===== src/rtl/tid_stamp_fifo.sv =====
// TX request ingress: stamps each accepted header with a monotonically increasing
// transaction ID, buffers it, and releases it through a registered one-cycle read.
`ifndef CCIP_TX_HDR_WIDTH
`define CCIP_TX_HDR_WIDTH 74
`endif

module tid_stamp_fifo #(
    parameter int HDR_WIDTH    = `CCIP_TX_HDR_WIDTH,
    parameter int TID_WIDTH    = 32,
    parameter int DEPTH        = 16,   // power of two, >= 4
    parameter int AFULL_THRESH = 12    // 1..DEPTH
) (
    input  logic                       clk,
    input  logic                       rst_n,
    input  logic                       valid_in,
    input  logic [HDR_WIDTH-1:0]       meta_in,
    input  logic                       rd_en,
    output logic                       valid_out,
    output logic [HDR_WIDTH-1:0]       meta_out,
    output logic [TID_WIDTH-1:0]       tid_out,
    output logic [TID_WIDTH-1:0]       tid_next,
    output logic [$clog2(DEPTH):0]     count,
    output logic                       full,
    output logic                       almost_full,
    output logic                       empty,
    output logic                       overflow,
    output logic                       underflow
);
    localparam int AW = $clog2(DEPTH);
    localparam int CW = AW + 1;
    localparam logic [CW-1:0] DEPTH_C = CW'(DEPTH);
    localparam logic [CW-1:0] AFULL_C = CW'(AFULL_THRESH);

    typedef struct packed {
        logic [HDR_WIDTH-1:0] meta;
        logic [TID_WIDTH-1:0] tid;
    } entry_t;

    entry_t        mem [DEPTH];
    logic [AW-1:0] wr_ptr;
    logic [AW-1:0] rd_ptr;
    logic [CW-1:0] count_nxt;
    logic          wr_acc;
    logic          rd_acc;

    // Both accept terms use the registered flags, so a pop never rescues a
    // write into a full FIFO and a write never feeds a pop on an empty one.
    assign wr_acc = valid_in & ~full;
    assign rd_acc = rd_en & ~empty;

    always_comb begin
        count_nxt = count;
        case ({wr_acc, rd_acc})
            2'b10:   count_nxt = count + CW'(1);
            2'b01:   count_nxt = count - CW'(1);
            default: count_nxt = count;
        endcase
    end

    // Data entries carry no reset; occupancy alone decides what is live.
    always_ff @(posedge clk) begin
        if (wr_acc) mem[wr_ptr] <= '{meta: meta_in, tid: tid_next};
    end

    always_ff @(posedge clk or negedge rst_n) begin
        if (!rst_n) begin
            wr_ptr      <= '0;
            rd_ptr      <= '0;
            tid_next    <= '0;
            count       <= '0;
            full        <= 1'b0;
            almost_full <= 1'b0;
            empty       <= 1'b1;
            overflow    <= 1'b0;
            underflow   <= 1'b0;
        end else begin
            if (wr_acc) begin
                wr_ptr   <= wr_ptr + AW'(1);
                tid_next <= tid_next + TID_WIDTH'(1);
            end
            if (rd_acc) rd_ptr <= rd_ptr + AW'(1);
            count       <= count_nxt;
            full        <= (count_nxt == DEPTH_C);
            almost_full <= (count_nxt >= AFULL_C);
            empty       <= (count_nxt == '0);
            if (valid_in && full) overflow  <= 1'b1;
            if (rd_en && empty)   underflow <= 1'b1;
        end
    end

    // Output registers hold their last value between pops.
    always_ff @(posedge clk or negedge rst_n) begin
        if (!rst_n) begin
            valid_out <= 1'b0;
            meta_out  <= '0;
            tid_out   <= '0;
        end else begin
            valid_out <= rd_acc;
            if (rd_acc) begin
                meta_out <= mem[rd_ptr].meta;
                tid_out  <= mem[rd_ptr].tid;
            end
        end
    end
endmodule


===== config.mk =====
export PLATFORM = sky130hd
export DESIGN_NAME = tid_stamp_fifo
export DESIGN_NICKNAME = d
export VERILOG_FILES = /design/src/rtl/tid_stamp_fifo.sv
export SDC_FILE = /design/constraint.sdc
export NUM_CORES = 2
export LEC_CHECK = 0
export BUFFER_PORTS_ARGS = -buffer_cell sky130_fd_sc_hd__buf_2
export CORE_ASPECT_RATIO = 1.5
export CORE_MARGIN = 2
export CORE_UTILIZATION = 50
export CTS_BUF_LIST = sky130_fd_sc_hd__clkbuf_16
export DETAILED_ROUTE_END_ITERATION = 8
export PLACE_DENSITY = 0.64
export RECOVER_POWER = 50
export SLEW_MARGIN = 10
export SYNTH_ARGS = -nofsm -noshare
export SYNTH_HDL_FRONTEND = slang
export SYNTH_SLANG_ARGS = --single-unit

===== constraint.sdc =====
create_clock -name clk -period 11 [get_ports clk]
set_clock_uncertainty 0.2 [all_clocks]
set_input_delay 1.1 -clock clk [delete_from_list [all_inputs] [get_ports clk]]
set_output_delay 1.1 -clock clk [all_outputs]
set_load 0.01 [all_outputs]

# Word-level counts from Yosys, hierarchy flattened
# Memory sizes are Yosys's and may differ from the RTL's. A register that Yosys moved wholly into a read port is not among the register bits.
# Cells that the tools add are included.
[word_totals]
n_memories = 1
ramBits = 1696
ff_bits = 51
out_inout_bits = 149
[classes]
n_eq_ne = 3
magnitude_cmp = 1
mux = 3
addsub = 5
reduce_logical = 4
bitwise = 4
[mem_list]
columns = ["name", "depth", "width", "read_ports", "rd_clocked_by_memory_dff", "write_ports", "line", "rtl"]
rows = [
  ["mem", 16, 106, 1, 1, 1, "39", "entry_t mem [DEPTH];"],
]
[ops]
columns = ["cell", "n"]
rows = [
  ["adder 32 x 1 -> 32 bit (second input constant)", 1],
  ["case mux 5 bit (2 select lines)", 1],
  ["adder 4 x 1 -> 4 bit (second input constant)", 2],
  ["adder 5 x 1 -> 5 bit (second input constant)", 1],
  ["== test 5 bit (second input constant)", 1],
  [">= comparator 5 x 4 -> 1 bit (second input constant)", 1],
  ["logical NOT 5 bit", 1],
  ["subtractor 5 x 1 -> 5 bit (second input constant)", 1],
  ["AND 1 bit", 2],
  ["== test 2 x 1 -> 1 bit (second input constant)", 1],
  ["== test 2 bit (second input constant)", 1],
  ["logical AND 1 bit", 2],
  ["two-way mux 1 bit", 2],
  ["NOT 1 bit", 2],
  ["logical NOT 1 bit", 1],
]

# Logic depth before layout (Yosys ltp)
[depth]
depth_word = 5
ltp_mapped = 10
mapped_depth_nobuf = 9

# Worst setup path before layout
# No wires, ideal clock.
[synth_timing]
path_type = "input to register"
start = "in valid_in"
end = "mem mem[0][0] (netlist name) (enable)"
arrival_time_ns = 8.995
n_path_buf = 2
slack_ns = 1.105
stages = 5
t_required_ns = 10.099
path_cell_list = "nor2b_1 > buf_2 > buf_1 > nand2_1 > nor3_1"
[synth_via]
elab_chain_cells = 3
[synth_rtl]
columns = ["item", "line", "rtl"]
rows = [
  ["start: declaration", "15", "input logic valid_in,"],
  ["AND 1 bit", "48", "assign wr_acc = valid_in & ~full;"],
  ["two-way mux 1 bit", "62", "if (wr_acc) mem[wr_ptr] <= '{meta: meta_in, tid: tid_next};"],
  ["two-way mux 1 bit (not written as such)", "62", ""],
  ["end: declaration", "39", ""],
]
# No other way between the ends.

==> reports/qor.json <==
{
  "timing": {
    "min_period_ns": 6.49,
    "maxSlewViolCount": 152,
    "holdWs_ns": 0.263,
    "finalWorstSetupSlack_ns": 4.51,
    "timing_hold_violations_final": 0,
    "relSlewSlack_pct": -292,
    "clock.fmax_mhz": 154,
    "setup_violations": 0,
    "worst_pin_slew_ns": 5.89,
    "rsz0062_at_grt": "no",
    "finalCritPeriodShare_pct": 59.0,
    "finalSetupTns_ns": 0
  },
  "synth": {
    "yosys.area_share.xor_xnor_pct": 0.514,
    "basic_gate_share_of_the_synthesized_area_counting_and_or_nand_and_nor_cells_pct": 1.35,
    "synth-compound-area-share_pct": 1.72,
    "synthAdderAreaFrac_pct": 0.143,
    "synth_cell_types": 45,
    "synth.avg_cell_area_sq_um": 22.2,
    "largest_family_of_logic_cells_by_synthesized_area": "multiplexers",
    "yosys-mux-area-fraction_pct": 16.7,
    "synth_enable_flop_cells": 1696,
    "synth.yosys.seq_area_share_pct": 78.5,
    "syn_inst": 3153,
    "postSynth.topFlopCell": "sky130_fd_sc_hd__edfxtp_1",
    "synthesized_area_sq_mm": 0.0699,
    "ys_warn_count": 0,
    "synth.net_count": 3239,
    "synth.ff_latch_count": 1853,
    "async_reset_ff_share_pct": 8.47
  },
  "global_route": {
    "grt_pass1_wl_microns": 232000,
    "first_global_vias": 34665,
    "grt_usage_pct": 22.6,
    "grt_antenna_before_repair": 12,
    "global_route_total_overflow": 0,
    "pin_count_of_the_biggest_net_entering_global_routing": 149
  },
  "clock_tree": {
    "tritoncts": "yes",
    "cts_buffers": 166,
    "cts.htree.levels": 4,
    "cts-root-buf": "sky130_fd_sc_hd__clkbuf_16",
    "clkSlewWorstSetupHoldPaths_ns": 0.06,
    "post_cts_resize_count": 0,
    "numClockSinks": 1853,
    "cts.path.max_buffers": 3,
    "clkLatencyLatePin_ns": 0.81,
    "postCtsSetupBuffers": 0,
    "total_of_hold_buffers_inserted_after_clock_tree_synthesis": 0
  },
  "placement": {
    "place_inst": 5150,
    "place_ws_ns": 6.00,
    "detailed_place_hpwl_microns": 81000,
    "portBuffers": 226,
    "finalWeightedCongestion": 0.761
  },
  "worst_setup_path": {
    "reg2regPathDepth": 4,
    "critical_path_s_slowest_cell": "sky130_fd_sc_hd__clkbuf_1",
    "crit_cells": 3,
    "critPathTopFamily": "buffers and inverters",
    "timing.critical_path.buf_inv": 3,
    "cp.required_ns": 11.64,
    "worst_r2r_startpoint": "empty",
    "critPathKind": "in2async",
    "critical_path.max_fanout": 64,
    "timing.critical_path.arrival_ns": 7.12,
    "timing.critical_path.mode_cell": "sky130_fd_sc_hd__buf_4",
    "startpoint_type": "input pin",
    "crit_path_end": "meta_out[0]",
    "timing.critical_path.to_type": "asynchronous set/reset pin",
    "crit_path_start": "rst_n",
    "reg2reg_setup_slack_ns": 6.44,
    "worstPathCellList": "clkbuf_1 > buf_4 > buf_4",
    "timing.critical_path.slowest_cell_delay_ns": 3.97,
    "regToRegEndpoint": "meta_out[45]"
  },
  "cells_and_area": {
    "area_of_combinational_cells_with_multiple_inputs_sq_mm": 0.0144,
    "non_filler_instances": 5463,
    "layout.cells.most_common": "sky130_fd_sc_hd__edfxtp_1",
    "final.fill_count": 10319,
    "drive_gt1_share_pct": 22.1,
    "sequential_cell_area_sq_mm": 0.0549,
    "mostFrequentLayoutCells": "sky130_fd_sc_hd__edfxtp_1, sky130_fd_sc_hd__mux4_2, sky130_fd_sc_hd__mux2i_1, sky130_fd_sc_hd__clkbuf_1, sky130_fd_sc_hd__clkbuf_16",
    "finalCoreUtilization_pct": 56.2,
    "final_net_count": 3534,
    "layout-area-overhead-vs-synth_pct": 12.0
  },
  "flow_run": {
    "max-cap-violations": 3
  },
  "power": {
    "p_leak_nw": 25.2,
    "power_per_cell_area_mw_per_mm2": 252,
    "irDropWorstVdd_v": 0.000213
  },
  "die": {
    "core_area_sq_mm": 0.139,
    "initial_util_pct": 50.2,
    "rows": 168,
    "die_ar_sq_mm": 0.143,
    "io_pins": 227,
    "floorplan.die.height_microns": 462,
    "chip_width_microns": 309
  },
  "run_status": {
    "failing_checks": "max-capacitance violations, max-slew violations",
    "outcome": "finished with violations"
  },
  "routing": {
    "via_to_cell_ratio": 5.96,
    "drt-pass1-iter-count": 7,
    "drtAntennaViolNets": 0,
    "drc": 0,
    "num_vias": 32583,
    "drt_first_iter_violations": 2804,
    "totalWireLength_microns": 158000,
    "wire_per_inst_microns": 28.9
  },
  "worst_hold_path": {
    "worst_hold_path.num_cells": 1,
    "timing.hold.worst.class": "reg2reg"
  }
}
area by class of cell:
class | instances | area share, %
clock buffer | 168 | 5.37
sequential | 1853 | 70.1
tap | 1870 | 2.99
multi-input combinational | 1128 | 18.4
antenna | 3 | 0.00959
inverter | 9 | 0.0431
clock inverter | 142 | 1.28
timing repair buffer | 290 | 1.82
stage by stage:
stage	power (mW)	instance area (sq um)
5_1_grt	20.6	78300
2_1_floorplan	12.9	69900
4_1_cts	20.0	78500
3_3_place_gp	14.4	73300
6_report	19.7	78300
3_5_place_dp	14.5	73300
routing by layer:
metal	track usage [%]	part of all wire (%)
met4	6.74	2.3
met2	38.6	51
met3	4.54	6.4
met1	29.6	40
met5	0	0.055
cell usage after synthesis, drive strengths merged, types with 2 or more instances:
library cell / number / area, sq um
a21o: 4 / 30.0
edfxtp: 1696 / 50900
mux2i: 213 / 2130
a211o: 2 / 17.5
xor2: 9 / 78.8
clkbuf: 57 / 214
nor4: 3 / 48.8
or3: 3 / 23.8
nand3: 16 / 85.1
nand4: 8 / 50.1
o21ai: 109 / 546
ha: 8 / 100
nor3: 11 / 55.1
mux4: 424 / 9550
nor2: 126 / 473
nand2: 26 / 97.6
inv: 9 / 33.8
dfrtp: 156 / 3900
xnor2: 32 / 280
a21oi: 109 / 546
buf: 106 / 522
and3: 7 / 43.8
nand2b: 4 / 25.0
worst min-delay path by stage:
stage          startpoint      endpoint  slack [ns]
3_5_place_dp    underflow     underflow        0.24
2_1_floorplan    overflow      overflow        0.29
4_1_cts             rst_n  meta_out[43]        0.09
6_report        underflow     underflow        0.26
5_1_grt         underflow     underflow        0.32
3_3_place_gp    underflow     underflow        0.24
sequential cells by signal, indices dropped and copies added (netlist names):
signal	cells
full	1
meta_out	74
valid_out	1
tid_out	32
underflow	1
overflow	1
rd_ptr	4
empty	1
almost_full	1
mem	1696
count	5
tid_next	32
wr_ptr	4
cell families after synthesis:
kind of cell / after synthesis
muxes: 638
buffers and inverters: 172
adders and majority gates: 8
and+or+nand+nor: 209
DFF: 1853
AOI/OAI and AO/OA: 232
xor gates and xnor gates: 41
where the power goes:
part	internal [mW]	leakage [nW]	switching (mW)
Clock	2.99	2.70	2.54
Combinational	2.21	5.56	2.75
Sequential	8.67	16.9	0.577
Note: power is estimated with default switching activity, not from simulation.
